[config.mk]
export PLATFORM = sky130hd
export DESIGN_NAME = hilo_madd_sequencer
export DESIGN_NICKNAME = d
export VERILOG_FILES = /design/src/rtl/hilo_madd_sequencer_pkg.sv /design/src/rtl/hilo_madd_sequencer_timeout_counter.sv /design/src/rtl/hilo_madd_sequencer.sv
export SDC_FILE = /design/constraint.sdc
export NUM_CORES = 1
export LEC_CHECK = 0
export CAP_MARGIN = 5
export CORE_ASPECT_RATIO = 0.5
export CORE_MARGIN = 4
export CORE_UTILIZATION = 43
export CTS_BUF_LIST = sky130_fd_sc_hd__clkbuf_2
export CTS_CLUSTER_DIAMETER = 120
export DETAILED_ROUTE_END_ITERATION = 10
export PLACE_DENSITY = 0.87
export RECOVER_POWER = 50
export SLEW_MARGIN = 20
export SYNTH_ARGS = -nofsm -noshare
export SYNTH_HDL_FRONTEND = slang
export SYNTH_SLANG_ARGS = --single-unit
[constraint.sdc]
create_clock -name clock -period 2.8 [get_ports clock]
set_input_delay 0.56 -clock clock [delete_from_list [all_inputs] [get_ports clock]]
set_output_delay 0.56 -clock clock [all_outputs]
set_load 0.01 [all_outputs]
[src/rtl/hilo_madd_sequencer_pkg.sv]
// rtl/hilo_madd_sequencer_pkg.sv - shared encodings and widths for the HI/LO multiply-add sequencer
// Purpose: op_code encodings, FSM state enum, HI/LO and accumulator widths,
//          and the multiply-family decode helper.
// Ports:   none (package).
package hilo_madd_sequencer_pkg;

    localparam int HILO_W = 32;
    localparam int ACC_W  = 2 * HILO_W;

    localparam logic [2:0] OP_MULT  = 3'd0;
    localparam logic [2:0] OP_MULTU = 3'd1;
    localparam logic [2:0] OP_MADD  = 3'd2;
    localparam logic [2:0] OP_MADDU = 3'd3;
    localparam logic [2:0] OP_MSUB  = 3'd4;
    localparam logic [2:0] OP_MSUBU = 3'd5;
    localparam logic [2:0] OP_MTHI  = 3'd6;
    localparam logic [2:0] OP_MTLO  = 3'd7;

    typedef enum logic [2:0] {
        S_IDLE  = 3'd0,
        S_ISSUE = 3'd1,
        S_GUARD = 3'd2,
        S_WAIT  = 3'd3,
        S_WB    = 3'd4
    } state_t;

    // Everything except MTHI/MTLO goes through the DSP unit.
    function automatic logic is_mul_family(input logic [2:0] code);
        return (code != OP_MTHI) && (code != OP_MTLO);
    endfunction

endpackage

[src/rtl/hilo_madd_sequencer_timeout_counter.sv]
// rtl/hilo_madd_sequencer_timeout_counter.sv - WAIT-state timeout counter
// Purpose: counts enabled cycles after a load; terminal flags the TERMINAL-th
//          enabled cycle (the count reached so far is TERMINAL-1).
// Ports:   clock, reset (sync active-low), load (clear), enable (count),
//          terminal (this enabled cycle is the TERMINAL-th one).
module hilo_timeout_counter #(
    parameter int TERMINAL = 64
) (
    input  logic clock,
    input  logic reset,
    input  logic load,
    input  logic enable,
    output logic terminal
);

    localparam int CW = $clog2(TERMINAL + 1);

    logic [CW-1:0] count;

    always_ff @(posedge clock) begin
        if (!reset || load) begin
            count <= '0;
        end else if (enable && !terminal) begin
            count <= count + 1'b1;
        end
    end

    assign terminal = enable && (count == CW'(TERMINAL - 1));

endmodule

[src/rtl/hilo_madd_sequencer.sv]
// rtl/hilo_madd_sequencer.sv - issue controller for the multiply/add DSP unit, owns HI/LO
// Purpose: accepts MULT..MSUBU/MTHI/MTLO, sequences ISSUE/GUARD/WAIT/WB against
//          the DSP start/busy handshake, writes back HI/LO and stalls MFHI/MFLO.
// Config:  HILO_RESTART_EN - when defined, multiply-family ops are also accepted
//          in ISSUE/GUARD/WAIT and restart the unit (aborted op never writes back).
// Ports:   clock, reset (sync active-low); op_valid/op_code/op_rs/op_rt/op_ready
//          (op issue); rd_req/rd_sel/rd_data/stall (HI/LO read); dsp_A/B/C,
//          dsp_sign/fused/subtract/start, dsp_busy, dsp_D (unit); hi, lo,
//          err_timeout (sticky timeout flag).
module hilo_madd_sequencer
    import hilo_madd_sequencer_pkg::*;
#(
    parameter int TIMEOUT = 64
) (
    input  logic              clock,
    input  logic              reset,
    input  logic              op_valid,
    input  logic [2:0]        op_code,
    input  logic [HILO_W-1:0] op_rs,
    input  logic [HILO_W-1:0] op_rt,
    output logic              op_ready,
    input  logic              rd_req,
    input  logic              rd_sel,
    output logic [HILO_W-1:0] rd_data,
    output logic              stall,
    output logic [HILO_W-1:0] dsp_A,
    output logic [HILO_W-1:0] dsp_B,
    output logic [ACC_W-1:0]  dsp_C,
    output logic              dsp_sign,
    output logic              dsp_fused,
    output logic              dsp_subtract,
    output logic              dsp_start,
    input  logic              dsp_busy,
    input  logic [ACC_W:0]    dsp_D,
    output logic [HILO_W-1:0] hi,
    output logic [HILO_W-1:0] lo,
    output logic              err_timeout
);

`ifdef HILO_RESTART_EN
    localparam bit RESTART_EN = 1'b1;
`else
    localparam bit RESTART_EN = 1'b0;
`endif

    state_t state, next_state;
    logic   accept_mul, accept_mt, tmo_terminal, timeout_hit;
    logic   unused_carry;

    // Carry-out of the unit is not architectural.
    assign unused_carry = dsp_D[ACC_W];

    hilo_timeout_counter #(.TERMINAL(TIMEOUT)) u_timeout (
        .clock    (clock),
        .reset    (reset),
        .load     (state == S_GUARD),
        .enable   (state == S_WAIT),
        .terminal (tmo_terminal)
    );

    always_ff @(posedge clock) begin
        if (!reset) begin
            state <= S_IDLE;
        end else begin
            state <= next_state;
        end
    end

    always_comb begin
        next_state = state;
        op_ready   = 1'b0;
        case (state)
            S_IDLE:                   op_ready = 1'b1;
            S_ISSUE, S_GUARD, S_WAIT: op_ready = RESTART_EN && is_mul_family(op_code);
            default:                  op_ready = 1'b0;
        endcase

        accept_mul  = op_valid && op_ready && is_mul_family(op_code);
        accept_mt   = op_valid && op_ready && !is_mul_family(op_code);
        // A restart in the same cycle as the timeout takes precedence.
        timeout_hit = (state == S_WAIT) && dsp_busy && tmo_terminal && !accept_mul;

        case (state)
            S_ISSUE: next_state = S_GUARD;
            S_GUARD: next_state = S_WAIT;
            S_WAIT:  if (!dsp_busy || timeout_hit) next_state = S_WB;
            S_WB:    next_state = S_IDLE;
            default: next_state = state;
        endcase
        // Covers both the IDLE accept and a mid-operation restart.
        if (accept_mul) next_state = S_ISSUE;
    end

    always_ff @(posedge clock) begin
        if (!reset) begin
            hi           <= '0;
            lo           <= '0;
            dsp_A        <= '0;
            dsp_B        <= '0;
            dsp_C        <= '0;
            dsp_sign     <= 1'b0;
            dsp_fused    <= 1'b0;
            dsp_subtract <= 1'b0;
            err_timeout  <= 1'b0;
        end else begin
            if (accept_mul) begin
                dsp_A        <= op_rs;
                dsp_B        <= op_rt;
                dsp_C        <= {hi, lo};
                dsp_sign     <= ~op_code[0];
                dsp_fused    <= (op_code >= OP_MADD);
                dsp_subtract <= (op_code >= OP_MSUB);
            end
            if (accept_mt) begin
                if (op_code == OP_MTHI) hi <= op_rs;
                else                    lo <= op_rs;
            end
            if (state == S_WB) begin
                hi <= dsp_D[ACC_W-1:HILO_W];
                lo <= dsp_D[HILO_W-1:0];
            end
            if (timeout_hit) err_timeout <= 1'b1;
        end
    end

    assign dsp_start = (state == S_ISSUE);
    assign stall     = rd_req && (state != S_IDLE);
    assign rd_data   = rd_sel ? hi : lo;

endmodule

==> metrics.txt <==
Setup WS pre-CTS=43.5 ps; CP Capture Point=stall; sequential share of the synthesized area=51.3%; peak supply drop=0.276 mV; via/cell ratio=5.27; final setup fails=0; Total Negative Setup Slacks=0 ps; setup bufs post-CTS=0; antenna-violating nets left=0; status=completed; Reg2Reg Capture Point=lo[20]; Clock transition at path regs=120 ps; total grt overflow=0; Mapped Area=8040 µm²; Hold Vio Cnt, Final=0; Worst Setup SP=state[0]; Fin Clk Skew=30.7 ps; worst skew pair latency=770 ps; nets=1,486; Placeable Area=18,400 µm²; Die X=201 µm; initial antenna violation count=0; Worst R2R Setup Slack=240 ps; H-tree depth=2; CP required=2240 ps; vias in the first global route=8,675; Ys Warns=0; Iter 0 DRT Violations=628; Port Buf Inserts=367; WL/cell=18.5 µm; Inserted Clock Buffers=48; Rel. slew slack=44.6%; CP Data Arrival Time=2060 ps; worst setup slack after layout=175 ps; Detail Placement HPWL=21,300 µm; clock buffer depth=3; first-pass GRT wire length=46,900 µm; RSZ-0062 raised after global routing=no; pwr/cell area=485 nW/µm²; critical path endpoint category=output port; crit path launch type=flip-flop; # IOs=369; Die H=105 µm; Area Overhead vs Synth=53.5%; clock net sink count=206; CTS tree=yes; Synth Register Bits=206; syn_nets=1,124; total power=5.99 mW; Final Cycle Share=93.7%; Worst Hold Class=input port to flip-flop; largest net degree at the start of global routing=77; cts hold-fix bufs=0; vias=8,547; drt drc=0; Initial DRT Pass Iterations=5; initial core utilization=43.7%; count of different cell masters after synthesis=37; num rows=35; Worst Setup Path Type=flip-flop to output port; r2r worst-path depth=6; syn_area_per_cell=8.17 µm²; Worst Tran Pin Value=832 ps; RD Place Congestion=0.871; global-route usage over all layers=27.3%; n_diodes=0; FMAX=0.381 GHz; Tmin final=2620 ps; share of layout cells above drive strength 1=9.49%; Die ar.=21,100 µm²; Final Max Tran Viols=0; Routed WL=30,000 µm; Max Fanout on Critical Path=8; worst r2r src=state[0]; cells after synthesis=985; Max-cap violations=0; leak pwr=4.34 nW; clk root buf=clkbuf_2
-- layer usage --
layer | vias up | GRT usage (%) | routed length, µm
li1 | 4045 | - | -
met4 | 0 | 11.8 | 1210
met2 | 378 | 48.2 | 15200
met3 | 95 | 6.64 | 2040
met1 | 4029 | 31.8 | 11500
met5 | - | 0 | 0
-- sequential cells by signal, indices dropped and copies added, names as in the netlist --
signal,flops
err_timeout,1
hi,32
lo,32
dsp_subtract,1
dsp_C,64
dsp_A,32
dsp_sign,1
state,3
u_timeout.count,7
dsp_B,32
dsp_fused,1
-- cell usage in the layout (no fill, tap or decap), drive strengths merged, types with 4 or more instances in the layout --
cell type,instances
a21oi,136
a31oi,27
buf,18
clkbuf,68
clkdlybuf4s50,353
clkinv,18
dfxtp,206
dlygate4sd3,13
inv,4
mux2,32
mux2i,38
nand2,356
nand3,5
nor2,12
nor3,5
o21ai,66
or3,4
-- worst min path at each step --
stage                        from                 end  cells past startpoint
2_1_floorplan  u_timeout.count[6]  u_timeout.count[6]                      2
3_3_place_gp            dsp_B[31]           dsp_B[31]                      2
3_5_place_dp             dsp_A[8]            dsp_A[8]                      2
4_1_cts                  dsp_D[2]               lo[2]                      3
5_1_grt                 dsp_D[56]              hi[24]                      3
6_report                dsp_D[56]              hi[24]                      3
-- worst max-delay path: stages, from the launching register on --
cell             delay (ps)
dfxtp_2                 390
nor3_4                  290
nor2b_1                 110
clkdlybuf4s50_1         540
-- where the power goes --
part / switching [mW] / internal, mW / leakage, nW / total, mW
sequential: 0.0869 / 3.04 / 1.67 / 3.13
combinational: 0.520 / 0.530 / 2.36 / 1.05
clock: 1.19 / 0.624 / 0.305 / 1.81
total: 1.80 / 4.20 / 4.34 / 5.99
-- repair_timing --
item | CTS | global route
endpoints found under the setup margin | 2 | 1
gates resized for setup | 2 | 3
cloned | 0 | 0
pin swaps | 0 | 0
-- cell type report --
class | instances | area (µm²)
Clock buffer | 64 | 320
Clock inverter | 20 | 76.3
Fill cell | 1449 | 6040
Inverter | 2 | 10.0
Multi-Input combinational cell | 701 | 3590
Sequential cell | 206 | 4130
Tap cell | 240 | 300
Timing Repair Buffer | 388 | 3920
-- synthesized netlist by cell type, drive strengths merged --
cell type	number	area, µm²
nor4	1	6.26
nand2	356	1340
o311ai	1	8.76
mux2i	38	380
clkbuf	43	161
o21ai	66	330
inv	2	7.50
nand3	5	25.0
nor3b	1	7.51
buf	33	193
or4	1	7.51
a211oi	2	15.0
or3b	1	8.76
a21oi	136	684
xor2	2	17.5
and3	1	6.26
and3b	1	8.76
dfxtp	206	4120
a31oi	27	169
nor2	12	52.6
nand2b	2	12.5
o221a	2	22.5
or3	4	25.0
nor3	5	30.0
o31ai	2	15.0
nor2b	1	6.26
ha	1	12.5
or4b	1	10.0
mux2	32	360
-- cells by family after synthesis --
kind of cell / Yosys count / share of synthesized area (%)
simple gates: 392 / 19.2
compound gates: 236 / 15.5
flops: 206 / 51.3
buf+inv: 78 / 4.50
mux: 70 / 9.21
xor+xnor: 2 / 0.218
fa+ha+maj: 1 / 0.156
-- per-stage QoR --
stage | cells | hold slack (ps) | utilization [%] | cell area [µm²]
finish | 1621 | 346 | 67.1 | 12400
global route | 1621 | 257 | 67.1 | 12400
CTS | 1621 | 263 | 67.5 | 12400
detailed placement | 1537 | 446 | 65.3 | 12000
global placement | 1537 | 441 | 65.3 | 12000
floorplan | 985 | 442 | - | 8040
Power figures use the tool's default switching activity.
